`config.mk`:
```
export PLATFORM = sky130hd
export DESIGN_NAME = hazard_scoreboard_flat
export DESIGN_NICKNAME = d
export VERILOG_FILES = /design/src/rtl/hazard_scoreboard_pkg.sv /design/src/rtl/hazard_scoreboard_if.sv /design/src/rtl/hazard_scoreboard_reg_scoreboard.sv /design/src/rtl/hazard_scoreboard.sv /design/src/flat_wrapper.sv
export SDC_FILE = /design/constraint.sdc
export NUM_CORES = 1
export LEC_CHECK = 0
export BUFFER_PORTS_ARGS = -buffer_cell sky130_fd_sc_hd__buf_2
export CAP_MARGIN = 20
export CORE_ASPECT_RATIO = 1.2
export CORE_MARGIN = 8
export CORE_UTILIZATION = 45
export CTS_CLUSTER_DIAMETER = 60
export CTS_CLUSTER_SIZE = 10
export DETAILED_ROUTE_END_ITERATION = 16
export GPL_TIMING_DRIVEN = 0
export HOLD_SLACK_MARGIN = 0.02
export PLACE_DENSITY_LB_ADDON = 0.08
export SYNTH_ARGS = -nofsm -noshare
export SYNTH_HDL_FRONTEND = slang
export SYNTH_SLANG_ARGS = --single-unit
```
`constraint.sdc`:
```
create_clock -name clk -period 2.6 [get_ports clk]
set_input_delay 0.39 -clock clk [delete_from_list [all_inputs] [get_ports clk]]
set_output_delay 0.39 -clock clk [all_outputs]
set_load 0.02 [all_outputs]
```
`src/rtl/hazard_scoreboard_pkg.sv`:
```
// hazard_scoreboard_pkg: shared encodings for the hazard scoreboard
package hazard_scoreboard_pkg;
    localparam logic [1:0] SEL_MEM_AS_RES = 2'b01;
    typedef enum logic [1:0] {
        HZ_RUN       = 2'd0,
        HZ_IMEM_WAIT = 2'd1,
        HZ_DMEM_WAIT = 2'd2,
        HZ_REDIRECT  = 2'd3
    } hz_state_t;
    typedef struct packed {
        logic stall_pc_if;
        logic stall_if_id;
        logic flush_if_id;
        logic flush_id_ex;
    } hz_ctrl_t;
endpackage

```
`src/rtl/hazard_scoreboard_if.sv`:
```
// hazard_scoreboard_if: pipeline-side bundle between pipeline registers and the hazard unit
interface hazard_scoreboard_if #(
    parameter int AW = 5,
    parameter int CW = 3
);
    logic            inst_mem_hazard;
    logic            data_mem_hazard;
    logic [AW-1:0]   rs1_ID;
    logic [AW-1:0]   rs2_ID;
    logic            rs1_used_ID;
    logic            rs2_used_ID;
    logic [AW-1:0]   rd_EX;
    logic [1:0]      result_sel_EX;
    logic            load_issue_MEM;
    logic [AW-1:0]   rd_MEM;
    logic            load_done_WB;
    logic [AW-1:0]   rd_WB;
    logic            PC_take_branch_EX;
    logic            PC_take_jalr_EX;
    logic            stall_PC_IF;
    logic            stall_IF_ID;
    logic            flush_IF_ID;
    logic            flush_ID_EX;
    logic [2**AW-1:0] busy_vec;
    logic [CW-1:0]   pending_cnt;
    modport master (
        output inst_mem_hazard, data_mem_hazard, rs1_ID, rs2_ID, rs1_used_ID, rs2_used_ID,
               rd_EX, result_sel_EX, load_issue_MEM, rd_MEM, load_done_WB, rd_WB,
               PC_take_branch_EX, PC_take_jalr_EX,
        input  stall_PC_IF, stall_IF_ID, flush_IF_ID, flush_ID_EX, busy_vec, pending_cnt
    );
    modport slave (
        input  inst_mem_hazard, data_mem_hazard, rs1_ID, rs2_ID, rs1_used_ID, rs2_used_ID,
               rd_EX, result_sel_EX, load_issue_MEM, rd_MEM, load_done_WB, rd_WB,
               PC_take_branch_EX, PC_take_jalr_EX,
        output stall_PC_IF, stall_IF_ID, flush_IF_ID, flush_ID_EX, busy_vec, pending_cnt
    );
endinterface

```
`src/rtl/hazard_scoreboard_reg_scoreboard.sv`:
```
// reg_scoreboard: per-register busy bits and saturating outstanding-load counter
module reg_scoreboard
    import hazard_scoreboard_pkg::*;
#(
    parameter int AW          = 5,
    parameter int MAX_PENDING = 4,
    parameter int CW          = $clog2(MAX_PENDING + 1)
) (
    input  logic             clk,
    input  logic             rst,
    input  logic             issue,
    input  logic [AW-1:0]    rd_issue,
    input  logic             done,
    input  logic [AW-1:0]    rd_done,
    output logic [2**AW-1:0] busy,
    output logic [CW-1:0]    cnt
);
    localparam int N = 2**AW;
    logic [N-1:0] set, clr;
    logic         full, empty;
    always_comb begin
        set   = (issue && rd_issue != '0) ? N'(1) << rd_issue : '0;
        clr   = done ? N'(1) << rd_done : '0;
        full  = cnt == CW'(MAX_PENDING);
        empty = cnt == '0;
    end
    // set is OR-ed after the clear so a newer load to the same register wins
    always_ff @(posedge clk) begin
        if (rst) begin
            busy <= '0;
            cnt  <= '0;
        end else begin
            busy <= ((busy & ~clr) | set) & ~N'(1);
            cnt  <= (issue && !done && !full) ? cnt + CW'(1) :
                    (done && !issue && !empty) ? cnt - CW'(1) : cnt;
        end
    end
endmodule

```
`src/rtl/hazard_scoreboard.sv`:
```
// hazard_scoreboard: stall/flush control with load scoreboard, memory-wait FSM and redirect latch
// Optional HAZARD_PERF_CNT_EN adds stall_cycles/flush_events counters.
module hazard_scoreboard
    import hazard_scoreboard_pkg::*;
#(
    parameter int REGISTER_ADDR_WIDTH = 5,
    parameter int MAX_PENDING         = 4,
    parameter int CNT_WIDTH           = $clog2(MAX_PENDING + 1)
) (
    input  logic clk,
    input  logic rst,
    hazard_scoreboard_if.slave hz
`ifdef HAZARD_PERF_CNT_EN
    ,
    output logic [31:0] stall_cycles,
    output logic [31:0] flush_events
`endif
);
    localparam int N = 2**REGISTER_ADDR_WIDTH;
    hz_state_t            state, state_d;
    hz_ctrl_t             ctrl;
    logic                 latch, latch_d;
    logic                 waiting, redir, ld_ex, dep;
    logic [N-1:0]         busy;
    logic [CNT_WIDTH-1:0] cnt;

    reg_scoreboard #(
        .AW(REGISTER_ADDR_WIDTH),
        .MAX_PENDING(MAX_PENDING),
        .CW(CNT_WIDTH)
    ) u_sb (
        .clk(clk),
        .rst(rst),
        .issue(hz.load_issue_MEM),
        .rd_issue(hz.rd_MEM),
        .done(hz.load_done_WB),
        .rd_done(hz.rd_WB),
        .busy(busy),
        .cnt(cnt)
    );

    assign hz.busy_vec    = busy;
    assign hz.pending_cnt = cnt;

    always_ff @(posedge clk) begin
        state <= rst ? HZ_RUN : state_d;
        latch <= rst ? 1'b0 : latch_d;
    end

    // a redirect seen on the final wait cycle still routes through REDIRECT
    always_comb begin
        redir   = hz.PC_take_branch_EX | hz.PC_take_jalr_EX;
        waiting = state == HZ_IMEM_WAIT || state == HZ_DMEM_WAIT;
        latch_d = state == HZ_REDIRECT ? 1'b0 : latch | (waiting & redir);
        state_d = (hz.data_mem_hazard && state != HZ_REDIRECT) ? HZ_DMEM_WAIT :
                  state == HZ_REDIRECT                       ? HZ_RUN :
                  state == HZ_RUN                            ? (hz.inst_mem_hazard ? HZ_IMEM_WAIT : HZ_RUN) :
                  (state == HZ_IMEM_WAIT && hz.inst_mem_hazard) ? HZ_IMEM_WAIT :
                  latch_d                                    ? HZ_REDIRECT : HZ_RUN;
    end

    always_comb begin
        ld_ex = hz.result_sel_EX == SEL_MEM_AS_RES;
        dep   = (hz.rs1_used_ID && busy[hz.rs1_ID]) ||
                (hz.rs2_used_ID && busy[hz.rs2_ID]) ||
                (ld_ex && hz.rd_EX != '0 &&
                 ((hz.rs1_used_ID && hz.rd_EX == hz.rs1_ID) || (hz.rs2_used_ID && hz.rd_EX == hz.rs2_ID))) ||
                (ld_ex && cnt == CNT_WIDTH'(MAX_PENDING));
        ctrl.stall_pc_if = !rst && (waiting || (state == HZ_RUN && dep));
        ctrl.stall_if_id = ctrl.stall_pc_if;
        ctrl.flush_if_id = !rst && (state == HZ_IMEM_WAIT || state == HZ_REDIRECT || (state == HZ_RUN && redir));
        ctrl.flush_id_ex = !rst && (state == HZ_DMEM_WAIT || state == HZ_REDIRECT ||
                                    (state == HZ_RUN && (dep || redir)));
    end

    assign hz.stall_PC_IF = ctrl.stall_pc_if;
    assign hz.stall_IF_ID = ctrl.stall_if_id;
    assign hz.flush_IF_ID = ctrl.flush_if_id;
    assign hz.flush_ID_EX = ctrl.flush_id_ex;

`ifdef HAZARD_PERF_CNT_EN
    always_ff @(posedge clk) begin
        if (rst) begin
            stall_cycles <= '0;
            flush_events <= '0;
        end else begin
            stall_cycles <= stall_cycles + 32'(ctrl.stall_pc_if);
            flush_events <= flush_events + 32'(ctrl.flush_if_id | ctrl.flush_id_ex);
        end
    end
`endif
endmodule

```
`src/flat_wrapper.sv`:
```
// flat-port wrapper written by rule: the top's interface ports become plain ports
module hazard_scoreboard_flat import hazard_scoreboard_pkg::*;
#(
    parameter int REGISTER_ADDR_WIDTH = 5,
    parameter int MAX_PENDING         = 4,
    parameter int CNT_WIDTH           = $clog2(MAX_PENDING + 1)
)
  (clk, rst, hz_inst_mem_hazard, hz_data_mem_hazard, hz_rs1_ID, hz_rs2_ID, hz_rs1_used_ID, hz_rs2_used_ID, hz_rd_EX, hz_result_sel_EX, hz_load_issue_MEM, hz_rd_MEM, hz_load_done_WB, hz_rd_WB, hz_PC_take_branch_EX, hz_PC_take_jalr_EX, hz_stall_PC_IF, hz_stall_IF_ID, hz_flush_IF_ID, hz_flush_ID_EX, hz_busy_vec, hz_pending_cnt);
  hazard_scoreboard_if #(.AW(5), .CW(3)) hz_i ();
  input  logic clk;
  input  logic rst;
  input wire logic [$bits(hz_i.inst_mem_hazard)-1:0] hz_inst_mem_hazard;
  input wire logic [$bits(hz_i.data_mem_hazard)-1:0] hz_data_mem_hazard;
  input wire logic [$bits(hz_i.rs1_ID)-1:0] hz_rs1_ID;
  input wire logic [$bits(hz_i.rs2_ID)-1:0] hz_rs2_ID;
  input wire logic [$bits(hz_i.rs1_used_ID)-1:0] hz_rs1_used_ID;
  input wire logic [$bits(hz_i.rs2_used_ID)-1:0] hz_rs2_used_ID;
  input wire logic [$bits(hz_i.rd_EX)-1:0] hz_rd_EX;
  input wire logic [$bits(hz_i.result_sel_EX)-1:0] hz_result_sel_EX;
  input wire logic [$bits(hz_i.load_issue_MEM)-1:0] hz_load_issue_MEM;
  input wire logic [$bits(hz_i.rd_MEM)-1:0] hz_rd_MEM;
  input wire logic [$bits(hz_i.load_done_WB)-1:0] hz_load_done_WB;
  input wire logic [$bits(hz_i.rd_WB)-1:0] hz_rd_WB;
  input wire logic [$bits(hz_i.PC_take_branch_EX)-1:0] hz_PC_take_branch_EX;
  input wire logic [$bits(hz_i.PC_take_jalr_EX)-1:0] hz_PC_take_jalr_EX;
  output wire logic [$bits(hz_i.stall_PC_IF)-1:0] hz_stall_PC_IF;
  output wire logic [$bits(hz_i.stall_IF_ID)-1:0] hz_stall_IF_ID;
  output wire logic [$bits(hz_i.flush_IF_ID)-1:0] hz_flush_IF_ID;
  output wire logic [$bits(hz_i.flush_ID_EX)-1:0] hz_flush_ID_EX;
  output wire logic [$bits(hz_i.busy_vec)-1:0] hz_busy_vec;
  output wire logic [$bits(hz_i.pending_cnt)-1:0] hz_pending_cnt;
  assign hz_i.inst_mem_hazard = hz_inst_mem_hazard;
  assign hz_i.data_mem_hazard = hz_data_mem_hazard;
  assign hz_i.rs1_ID = hz_rs1_ID;
  assign hz_i.rs2_ID = hz_rs2_ID;
  assign hz_i.rs1_used_ID = hz_rs1_used_ID;
  assign hz_i.rs2_used_ID = hz_rs2_used_ID;
  assign hz_i.rd_EX = hz_rd_EX;
  assign hz_i.result_sel_EX = hz_result_sel_EX;
  assign hz_i.load_issue_MEM = hz_load_issue_MEM;
  assign hz_i.rd_MEM = hz_rd_MEM;
  assign hz_i.load_done_WB = hz_load_done_WB;
  assign hz_i.rd_WB = hz_rd_WB;
  assign hz_i.PC_take_branch_EX = hz_PC_take_branch_EX;
  assign hz_i.PC_take_jalr_EX = hz_PC_take_jalr_EX;
  assign hz_stall_PC_IF = hz_i.stall_PC_IF;
  assign hz_stall_IF_ID = hz_i.stall_IF_ID;
  assign hz_flush_IF_ID = hz_i.flush_IF_ID;
  assign hz_flush_ID_EX = hz_i.flush_ID_EX;
  assign hz_busy_vec = hz_i.busy_vec;
  assign hz_pending_cnt = hz_i.pending_cnt;
  hazard_scoreboard #(.REGISTER_ADDR_WIDTH(REGISTER_ADDR_WIDTH), .MAX_PENDING(MAX_PENDING), .CNT_WIDTH(CNT_WIDTH)) u_core (.clk(clk), .rst(rst), .hz(hz_i));
endmodule
```
; After elaboration in Yosys (flattened, before gate mapping)
; Cells that the tools add are included.
[op_classes]
shift = 2
n_reduce_logical = 42
n_mux = 15
n_bitwise = 6
eq_ne = 8
n_addsub = 2
n_lt_le_gt_ge = 2
[ops]
columns = cell, count
row1 = two-way mux 32 bit, 2
row2 = << shifter 1 x 5 -> 32 bit (first input constant), 2
row3 = bitwise AND 32 bit, 1
row4 = NOT 32 bit, 1
row5 = OR 32 bit, 1
row6 = logical AND 1 bit, 20
row7 = less-than comparator 5 x 6 -> 1 bit (second input constant), 2
row8 = logical OR 1 bit, 11
row9 = binary-select mux 1 bit (select 5 bit), 2
row10 = equality test 5 bit, 2
row11 = two-way mux 2 bit, 5
row12 = nonzero test 5 bit, 2
row13 = two-way mux 3 bit, 2
row14 = zero test 1 bit, 5
row15 = equality test 2 x 1 -> 1 bit (second input constant), 2
row16 = equality test 2 bit (second input constant), 2
row17 = two-way mux 1 bit, 4
row18 = adder 3 x 1 -> 3 bit (second input constant), 1
row19 = equality test 3 bit (second input constant), 1
row20 = zero test 3 bit, 1
row21 = OR reduction 3 bit, 1
row22 = subtractor 3 x 1 -> 3 bit (second input constant), 1
row23 = zero test 2 bit, 1
row24 = != test 2 bit (second input constant), 1
row25 = 3 further kinds, 4
[totals]
output_inout_bits = 39
word_cells = 83
regBits = 38

; Longest topological paths before layout
; Gate-level depths: netlist of run 1.
[logic_depth]
ltp_word = 10
ltp_mapped = 10

; Modules after synthesis
; From an unflattened synthesis of run 1, not the netlist that was laid out.
[unflattened]
cells_unflattened = 276
area_unflattened_um2 = 2557.5
[by_module_without_submodules]
columns = module, n_inst, area_per_inst_um2, cells_per_inst
row1 = reg_scoreboard, 1, 1582.8, 182
row2 = hazard_scoreboard, 1, 974.7, 94

; Worst setup path before layout of run 1
; No wires, ideal clock.
[synth_timing]
kind = input to output
from = input hz_rs2_ID[1]
to = output hz_stall_PC_IF
setup_slack_ps = -7
stages = 8
required_ps = 2210
arrival_time_ps = 2217
cell_sequence = buf_2 > mux4_2 > nor2b_1 > a2111oi_0 > a31oi_1 > nand3_1 > nand3_1 > buf_4
[synth_between]
elab_chain_cells = 9
word_cells_on_any_way = 13
cone_classes = 1 x eq/ne / 2 x mux / 10 x reduce/logical
[synth_rtl]
columns = element, line
row1 = from (decl), flat_wrapper.sv:15  ; input wire logic [$bits(hz_i.rs2_ID)-1:0] hz_rs2_ID;
row2 = binary-select mux 1 bit (select 5 bit) or equality test 5 bit (tied branches), "hazard_scoreboard.sv:65, hazard_scoreboard.sv:67"
row3 = two-way mux 1 bit (implied by the code) or logical AND 1 bit (tied branches), "hazard_scoreboard.sv:65, hazard_scoreboard.sv:67"
row4 = logical AND 1 bit or logical OR 1 bit (tied branches), "hazard_scoreboard.sv:65, hazard_scoreboard.sv:67"
row5 = logical OR 1 bit or logical AND 1 bit (tied branches), "hazard_scoreboard.sv:64, hazard_scoreboard.sv:66"
row6 = logical OR 1 bit (*), hazard_scoreboard.sv:65  ; (hz.rs2_used_ID && busy[hz.rs2_ID]) ||
row7 = logical OR 1 bit (*), hazard_scoreboard.sv:67  ; ((hz.rs1_used_ID && hz.rd_EX == hz.rs1_ID) || (hz.rs2_used_ID && hz.rd_EX == hz.rs2_ID))) ||
row8 = logical AND 1 bit (*), hazard_scoreboard.sv:69  ; ctrl.stall_pc_if = !rst && (waiting || (state == HZ_RUN && dep));
row9 = logical OR 1 bit (*), hazard_scoreboard.sv:69
row10 = logical AND 1 bit (*), hazard_scoreboard.sv:69
row11 = to (decl), flat_wrapper.sv:26  ; output wire logic [$bits(hz_i.stall_PC_IF)-1:0] hz_stall_PC_IF;
; Mark *: on every way between the ends. The rest lies on a longest branch, timed or not. The select of a mux whose other input is x is not followed.

; Worst setup path after layout of run 1
[layout_timing]
from = register u_core.u_sb.busy[20]
to = output hz_stall_PC_IF
[layout_between]
elab_chain_cells = 9
word_cells_on_any_way = 12
cone_classes = 4 x mux / 8 x reduce/logical
[layout_rtl]
columns = element, line
row1 = from (decl), hazard_scoreboard_reg_scoreboard.sv:15  ; output logic [2**AW-1:0] busy,
row2 = from (signal assigned), hazard_scoreboard_reg_scoreboard.sv:33  ; busy <= ((busy & ~clr) | set) & ~N'(1);
row3 = binary-select mux 1 bit (select 5 bit) (on tied branches), "hazard_scoreboard.sv:64, hazard_scoreboard.sv:65"
row4 = two-way mux 1 bit (on tied branches), "hazard_scoreboard.sv:64, hazard_scoreboard.sv:65"
row5 = logical AND 1 bit (on tied branches), "hazard_scoreboard.sv:64, hazard_scoreboard.sv:65"
row6 = logical OR 1 bit (*), hazard_scoreboard.sv:64  ; dep = (hz.rs1_used_ID && busy[hz.rs1_ID]) ||
row7 = logical OR 1 bit (*), hazard_scoreboard.sv:65
row8 = logical OR 1 bit (*), hazard_scoreboard.sv:67
row9 = logical AND 1 bit (*), hazard_scoreboard.sv:69
row10 = logical OR 1 bit (*), hazard_scoreboard.sv:69
row11 = logical AND 1 bit (*), hazard_scoreboard.sv:69
; Marked as above.

==> results of run 1 <==
## worst max path at each step
stage / from / slack (ns) / to
after floorplan: hz_rs2_ID[1] / 0.07 / hz_stall_PC_IF
after global placement: hz_rs1_ID[2] / -0.19 / hz_stall_PC_IF
after detailed placement: hz_rs1_ID[2] / -0.23 / hz_stall_PC_IF
after CTS: u_core.u_sb.busy[20] / -0.11 / hz_stall_PC_IF
after global routing: u_core.u_sb.busy[21] / -0.14 / hz_stall_PC_IF
final: u_core.u_sb.busy[20] / -0.04 / hz_stall_PC_IF
## metrics by stage
stage,instance area [sq um],setup slack [ns]
global route,3000,-0.144
global placement,2800,-0.186
detailed placement,2800,-0.231
CTS,2990,-0.106
floorplan,2410,0.0748
finish,3000,-0.0381
## placed cells by master, fill, tap and decap left out, types with 2 or more instances in the layout
cell type | Yosys | layout
a211oi_1 | 3 | 3
a21oi_1 | 39 | 39
a31oi_1 | 2 | 2
and2_1 | 4 | 4
buf_1 | 1 | 2
buf_2 | 1 | 62
buf_4 | 2 | 6
buf_6 | 1 | 3
clkbuf_1 | 11 | 9
clkbuf_2 | 0 | 2
clkbuf_8 | 0 | 6
dfxtp_1 | 37 | 33
dfxtp_2 | 0 | 4
ha_1 | 4 | 4
inv_1 | 4 | 4
mux2i_1 | 7 | 7
mux4_2 | 14 | 14
nand2_1 | 38 | 38
nand2b_1 | 3 | 3
nand3_1 | 12 | 11
nand4_1 | 2 | 2
nor2_1 | 16 | 16
nor2b_1 | 11 | 11
nor3_1 | 4 | 4
nor4_1 | 2 | 2
nor4b_1 | 3 | 2
nor4bb_1 | 2 | 2
o21ai_0 | 36 | 36
xnor2_1 | 4 | 4
xor2_1 | 8 | 8
## cells in the mapped netlist (all sizes together) (3+ instances only)
cell	n
inv	4
clkbuf	11
a21oi	39
mux2i	7
dfxtp	37
nor2b	11
ha	4
nor2	16
xnor2	4
mux4	14
nor3	4
o21ai	36
nor4b	3
xor2	8
a211oi	3
nand2	38
nand2b	3
and2	4
buf	5
nand3	12
## worst max-delay path: cells and delay by family, from the launching register on
kind                   cells  cell delay [ns]
AOI/OAI and AO/OA          3             0.67
muxes                      1             0.46
DFF                        1             0.34
and+or+nand+nor            2             0.27
buffers and inverters      2             0.24
## repair_timing
item / in CTS / in global routing
endpoints found under the setup margin: 3 / 3
resized for setup: 12 / 5
pin swaps: 4 / 1
setup buffers: 4 / 0
## routing by layer
layer | part of all wire (%) | track usage [%]
met2 | 51 | 34.3
met4 | 1.0 | 5.04
met5 | 0 | 0
met1 | 41 | 22.4
met3 | 7.0 | 3.93
## power breakdown
part | switching (mW) | internal (mW)
sequential | 0.0193 | 0.584
clock | 0.206 | 0.313
combinational | 0.176 | 0.120
total | 0.402 | 1.02
## registers in the layout (all words and copies together), names as in the netlist
| name | flops |
|---|---|
| u_core.latch | 1 |
| u_core.u_sb.busy | 31 |
| u_core.u_sb.cnt | 3 |
| u_core.state | 2 |
## logic make-up (layout without fill, tap and decap cells)
logic type                 count (synthesis)  in the layout
and+or+nand+nor                          105            105
other                                      1              1
adders and majority gates                  5              5
xor gates and xnor gates                  12             12
AOI/OAI and AO/OA                         88             88
muxes                                     21             21
buffers and inverters                     20             96
DFF                                       37             37
## layout make-up
class	count	area [sq um]	share of cell area, %
multi-input cells	232	1600	53.3
inverters	4	15.0	0.501
flip-flops and latches	37	746	24.9
repair buffers	68	359	12.0
well taps	62	77.6	2.59
clock buffers	7	86.3	2.88
plain buffers	16	85.1	2.84
clock inverters	1	30.0	1.00
==> results.toml, run 1 <==
[clock_network]
ctsLongestPathBuffers = 2
cts.clk_slew.worst_paths_ns = 0.08
cts.sinks = 37
numCtsBuffers = 5
cts_tree = "yes"
htree_num_levels = 2
hold_buffers = 0
clk_latency_ns = 0.29
root_buffer = "clkbuf_8"

[grt]
grt_remaining_overflow = 0
antenna_found_initial = 0
grt_pass1_vias = 2415
grt_pass1_wl_microns = 11700
grt_usage_pct = 19.2
grt_max_degree = 12

[critical_path]
crit_type = "reg2out"
crit_path_top_delay_cell = "mux4_2"
r2r_start = "u_core.u_sb.cnt[0]"
start_kind = "flop"
critPathMaxStageDelay_ns = 0.46
critPathMaxFanout = 2
cp_data_arrival_time_ns = 2.25
reg2reg_slack_ns = 0.88
worstRegToRegCells = 10
worstPathCellList = "mux4_2 > nor4b_4 > a311oi_2 > o31ai_1 > o31ai_2 > nand3_2 > buf_6 > buf_6"
cpMostUsedCell = "buf_6"
critPathRequiredTime_ns = 2.21
worst_r2r_endpoint = "u_core.u_sb.cnt[2]"
worstSetupEndpointType = "output pin"

[logic_synthesis]
synthArstFlopShare_pct = 0
synth_nets = 331
yosysTopAreaCell = "dfxtp_1"
ys_top_cells_by_area = "dfxtp_1 (31%), mux4_2 (13%), a21oi_1 (8.1%)"
ys_seq_area_share_pct = 30.8
yosysUniqueCellTypes = 45
synth_seq_cells = 37
synth_edf_count = 0
synthAdderAreaFrac_pct = 2.92
ys_warn_count = 0
syn_area_sq_um = 2400
synth_top_family_by_area = "simple AND/OR/NAND/NOR gates"
synth_mux_area_share_pct = 16.1
yosys_most_used_dff = "dfxtp_1"
synthSimpleGateAreaFrac_pct = 21.9
syn_inst = 289
synth_compound_gate_area_share_pct = 20.0
synthXorXnorAreaFrac_pct = 4.38
avgSynthCellArea_sq_um = 8.31
synth_top_area_share_pct = 30.8

[cells_and_area]
final_core_util_pct = 57.3
area_delta_synth_final_pct = 24.8
layoutNonFillerInstCount = 427
final_layout_size_suffix_gt1_share_pct = 28.8
final_nets = 406
num-fill-cells = 532
n_antenna_cell = 0

[timing]
rsz0062_at_grt = "true"
tightest_slew_ns = 0.702
max_slew_margin_pct = 52.6
maxClockFrequency_ghz = 0.379
period_needed_ns = 2.64
fin_crit_sh_pct = 101
worst_slack_ns = -0.0381
whs_ns = 0.262
skew_ns = 0.0121
drv_slew = 0
hold_viol = 0
setup_violations = 1
finalSetupTns_ns = -0.0381

[floorplanning]
start_util_pct = 46.0
core_area_sq_um = 5230
fp.dieH_microns = 96.0
dieWidth_microns = 82.7
die_area_sq_um = 7940
rows = 29
ios = 76

[route]
antenna_left = 0
routed-via-count = 2481
dr.first_iter.drc_count = 135
via_per_inst = 5.81
drt_pass1_iterations = 4
drt-total-wl_microns = 7710
wl_per_cell_microns = 18.1
drc_errors = 0

[power_and_ir_drop]
p_leak_nw = 1.20
ir_worst_vdd_uv = 295
powerDensity_nw_per_um2 = 474
finalPower_mw = 1.42

[placement]
gp_congestion = 0.851
port_buffers = 64
dpl.hpwl_microns = 6070
dp.cells = 415

[outcome]
status = "complete, but fails checks"
violations = "negative setup slack"

[worst_hold_path]
worst_hold_path_type = "in2reg"
hold_end = "u_core.state[0]"
holdCritStartpoint = "hz_data_mem_hazard"
worstHoldPathCells = 2

[run]
cap_viol_max_count = 0
(Power assumes the default switching activity.)
==> run 2: changes to the inputs <==
Settings changed: PLACE_DENSITY set to 0.72, PLACE_DENSITY_LB_ADDON 0.08 to unset.
==> run 2 against run 1 <==
  * The flow still finishes with violations (negative setup slack)
  * Critical path type unchanged
  * Count of clock-buffer cells in the layout down 1
  * Final cell count is the same
  * Via count up 1.0%
  * Worst hold slack improved by 0.0065 ns
  * Combinational power is essentially flat
  * Clock power fell by 25%
  * Worst setup slack worse by 0.0097 ns
==> results.toml, run 2 (synthesized netlist as in run 1, its figures left out) <==
[route]
dr.first_iter.drc_count = 170
routed-via-count = 2506
wl_per_cell_microns = 17.7
drt-total-wl_microns = 7550
via_per_inst = 5.87
drc_errors = 0
drt_pass1_iterations = 5
antenna_left = 0

[cells_and_area]
final_nets = 406
largest_register_ff_count = 31
layoutNonFillerInstCount = 427
top_regs = "u_core.u_sb.busy: 31 flops, u_core.u_sb.cnt: 3 flops, u_core.state: 2 flops"
final_layout_size_suffix_gt1_share_pct = 29.3
final_cell_mix = "buf_2 (62), a21oi_1 (39), nand2_1 (38)"
regMostFlops = "u_core.u_sb.busy"
area_delta_synth_final_pct = 23.2
layout_commonest_cell = "buf_2"
n_antenna_cell = 0

[floorplanning]
start_util_pct = 46.0
die_area_sq_um = 7940
rows = 29
fp.dieH_microns = 96.0
dieWidth_microns = 82.7
core_area_sq_um = 5230
ios = 76

[timing]
worst_slack_ns = -0.0478
rsz0062_at_grt = "true"
period_needed_ns = 2.65
fin_crit_sh_pct = 102
tightest_slew_ns = 0.633
whs_ns = 0.268
maxClockFrequency_ghz = 0.378
setup_violations = 1
skew_ns = 0.00629
hold_viol = 0
drv_slew = 0
max_slew_margin_pct = 57.2

[critical_path]
worstPathCellList = "mux4_2 > nor4bb_1 > a311oi_1 > o31ai_1 > o31ai_2 > nand3_2 > buf_6 > buf_6"
critPathMaxFanout = 4
start_kind = "flop"
worstSetupEndpointType = "output pin"
worst-path-buf-inv = 2
reg2reg_slack_ns = 0.86
worst_r2r_endpoint = "u_core.u_sb.cnt[2]"
cpMostUsedCell = "buf_6"
critPathTopFamily = "compound AO/OA/AOI/OAI gates"
crit_path_top_delay_cell = "mux4_2"
r2r_start = "u_core.u_sb.cnt[0]"
cp_data_arrival_time_ns = 2.26
crit_type = "reg2out"
critPathRequiredTime_ns = 2.21
worstRegToRegCells = 10
critPathMaxStageDelay_ns = 0.45

[placement]
dpl.hpwl_microns = 5920
post-place-ws_ns = -0.188
gp_congestion = 0.947
dp.cells = 415
port_buffers = 64

[power_and_ir_drop]
powerDensity_nw_per_um2 = 437
finalPower_mw = 1.29
ir_worst_vdd_uv = 306
p_leak_nw = 1.19

[worst_hold_path]
hold_end = "u_core.state[0]"
holdCritStartpoint = "hz_data_mem_hazard"
worst_hold_path_type = "in2reg"
worstHoldPathCells = 2

[grt]
grt_pass1_wl_microns = 11800
antenna_found_initial = 0
grt_pass1_vias = 2409
grt_max_degree = 12
grt_remaining_overflow = 0
grt_usage_pct = 19.2

[clock_network]
root_buffer = "clkbuf_8"
ctsLongestPathBuffers = 2
cts.clk_slew.worst_paths_ns = 0.07
hold_buffers = 0
cts.sinks = 37
htree_num_levels = 2
numCtsBuffers = 5
clk_latency_ns = 0.29
cts_tree = "yes"

[outcome]
violations = "negative setup slack"
status = "complete, but fails checks"

[run]
cap_viol_max_count = 0
==> run 2: repair_timing <==
item	4_1_cts	5_1_grt
setup endpoints to repair	3	3
gates resized for setup	13	3
buffers inserted	4	0
hold endpoints to repair	0	0
pin swaps	4	4
==> run 2: layer usage <==
| layer | GRT usage (%) | share of wire, % | wire length (microns) |
|---|---|---|---|
| met5 | 0 | 0 | 0 |
| met4 | 6.92 | 1.4 | 106 |
| met3 | 3.08 | 8.8 | 667 |
| met2 | 32.3 | 50 | 3740 |
| met1 | 24.0 | 40 | 3030 |
==> run 2: cell type report <==
type	instances	area (sq um)
well taps	62	77.6
clock buffers	6	72.6
inverters	4	15.0
flip-flops and latches	37	749
multi-input cells	232	1590
fillers	526	2270
clock inverters	2	10.0
repair buffers	68	359
plain buffers	16	85.1
==> run 2: metrics by stage <==
stage          TNS (ns)  util (%)  cell area (sq um)
4_1_cts          -0.154      56.5               2950
6_report        -0.0478      56.6               2960
3_5_place_dp     -0.369      53.7               2800
3_3_place_gp     -0.198      53.7               2800
2_1_floorplan         0         -               2410
5_1_grt          -0.379      56.6               2960
==> run 2: power by group <==
group          leakage (nW)  total [mW]  internal (mW)  switching, mW
Sequential            0.303       0.603          0.584         0.0194
Combinational         0.842       0.299          0.121          0.178
Clock                0.0450       0.389          0.186          0.204
==> run 2: how the worst max path moves through the flow <==
| stage | cells after the start | slack (ns) | endpoint | from |
|---|---|---|---|---|
| floorplan | 8 | 0.07 | hz_stall_PC_IF | hz_rs2_ID[1] |
| global placement | 9 | -0.13 | hz_stall_PC_IF | hz_rs2_ID[1] |
| detailed placement | 9 | -0.19 | hz_stall_PC_IF | hz_rs2_ID[1] |
| CTS | 8 | -0.09 | hz_stall_PC_IF | u_core.u_sb.busy[20] |
| global route | 8 | -0.17 | hz_stall_PC_IF | u_core.u_sb.busy[23] |
| finish | 8 | -0.05 | hz_stall_PC_IF | u_core.u_sb.busy[23] |
==> run 3: changes to the inputs <==
Settings changed: PLACE_DENSITY 0.72 to 0.71.
==> run 3 against run 2 <==
  * The run still ends with negative setup slack left
  * Sequential cell count stayed put
  * Clock skew is 0.0025 ns lower
  * Largest cell class unchanged
  * Via count rose by 1.1%
  * Register-to-register slack about the same
  * Largest power group unchanged
  * First-iteration DRC count is 2.9% higher
  * Sequential power hardly changed
  * Die area did not move
  * Final cell count down 0.23%
  * Utilization is 0.096 points lower
  * Global-route usage is 0.58 points higher
  * Sequential share of layout area barely moved
==> results.toml, run 3 (synthesized netlist as in run 1, its figures left out) <==
[grt]
grt_pass1_wl_microns = 12200
antenna_found_initial = 0
grt_usage_pct = 19.8
grt_max_degree = 13
grt_remaining_overflow = 0
grt_pass1_vias = 2427

[critical_path]
crit_type = "reg2out"
critPathMaxFanout = 4
worstSetupEndpointType = "output pin"
cp_data_arrival_time_ns = 2.25
critPathRequiredTime_ns = 2.21
start_kind = "flop"

[placement]
gp_congestion = 0.867
dpl.hpwl_microns = 6010
placed_area_sq_um = 2800
port_buffers = 64
post-place-ws_ns = -0.149

[cells_and_area]
layout_commonest_cell = "buf_2"
regMostFlops = "u_core.u_sb.busy"
multi_input_area_sq_um = 1590
top_regs = "u_core.u_sb.busy: 31 flops, u_core.u_sb.cnt: 3 flops, u_core.state: 2 flops"
n_antenna_cell = 0
final_core_util_pct = 56.5
register_area_sq_um = 748
final_nets = 405
final_area_sq_um = 2950
final_cell_mix = "buf_2 (62), a21oi_1 (39), nand2_1 (38)"
num-fill-cells = 495
area_delta_synth_final_pct = 23.0
largest_register_ff_count = 31
final_layout_size_suffix_gt1_share_pct = 29.1

[route]
drt_pass1_iterations = 5
routed-via-count = 2534
drc_errors = 0
drt-total-wl_microns = 7710
antenna_left = 0
via_per_inst = 5.95
dr.first_iter.drc_count = 175
wl_per_cell_microns = 18.1

[timing]
rsz0062_at_grt = "true"
maxClockFrequency_ghz = 0.378
setup_violations = 2
fin_crit_sh_pct = 102
drv_slew = 0
max_slew_margin_pct = 58.6
tightest_slew_ns = 0.613
finalSetupTns_ns = -0.0608
hold_viol = 0
worst_slack_ns = -0.0445
skew_ns = 0.00378
period_needed_ns = 2.64

[clock_network]
cts.clk_slew.worst_paths_ns = 0.08
htree_num_levels = 2
clk_latency_ns = 0.29
cts_tree = "yes"
ctsLongestPathBuffers = 2
hold_buffers = 0
numCtsBuffers = 5
cts.sinks = 37
root_buffer = "clkbuf_8"

[floorplanning]
fp.dieH_microns = 96.0
ios = 76
start_util_pct = 46.0
rows = 29
dieWidth_microns = 82.7
die_area_sq_um = 7940
core_area_sq_um = 5230

[power_and_ir_drop]
p_leak_nw = 1.18
ir_worst_vdd_uv = 276
power_frac_clock_pct = 30.8
power_frac_seq_pct = 46.3
powerDensity_nw_per_um2 = 442
comb_power_share_pct = 22.9
power.net_switching_uw = 415
internal-power_uw = 889
switching_share_pct = 31.8

[run]
cap_viol_max_count = 0

[worst_hold_path]
worst_hold_path_type = "in2reg"

[outcome]
status = "complete, but fails checks"
violations = "negative setup slack"
[run 3: critical path, cell delays in order, from the launching register on]
cell and delay, ns:
dfxtp_2 0.35, mux4_2 0.47, nor4bb_1 0.16, a311oi_1 0.24, o31ai_1 0.12, o31ai_2 0.26
nand3_2 0.12, buf_6 0.12, buf_6 0.12
[run 3: area by class of cell]
class                      instances  share of cell area (%)
multi-input combinational        232                    53.8
sequential                        37                    25.3
timing repair buffer              67                    11.9
buffer                            16                    2.88
tap                               62                    2.63
clock buffer                       5                    2.33
clock inverter                     3                   0.593
inverter                           4                   0.508
[run 3: metrics by stage]
step	total power, mW	cells	hold WS, ns
2_1_floorplan	0.804	289	0.467
3_3_place_gp	0.899	415	0.500
3_5_place_dp	0.904	415	0.505
4_1_cts	1.31	426	0.285
5_1_grt	1.37	426	0.301
6_report	1.30	426	0.286
[run 3: path summary, 6_finish.rpt]
path | end | cells past startpoint | from | slack (ns)
worst min-delay path | u_core.state[0] | 2 | hz_data_mem_hazard | 0.29
worst max-delay path | hz_stall_PC_IF | 8 | u_core.u_sb.busy[23] | -0.04
worst min register to register | u_core.u_sb.busy[17] | 2 | u_core.u_sb.busy[17] | 0.51
worst max register to register | u_core.u_sb.cnt[2] | 10 | u_core.u_sb.cnt[0] | 0.86
[run 3: power groups by stage]
stage,Clock (mW),Combinational (mW),Sequential (mW)
after CTS,0.405,0.299,0.603
after floorplan,0,0.177,0.627
after global routing,0.431,0.328,0.606
final,0.402,0.299,0.604
after detailed placement,0,0.287,0.617
after global placement,0,0.283,0.616
[run 3: routing by layer]
metal,global-route usage (%),vias to the layer above,share of wire [%]
met4,7.35,0,2.0
li1,-,1195,-
met2,33.9,120,50
met5,0,-,0
met3,2.62,15,8.1
met1,24.5,1204,40
[run 3: repair_timing]
action	in CTS	in global routing
setup buffers	3	0
pin swaps	4	3
endpoints found under the setup margin	3	3
resized for setup	15	0
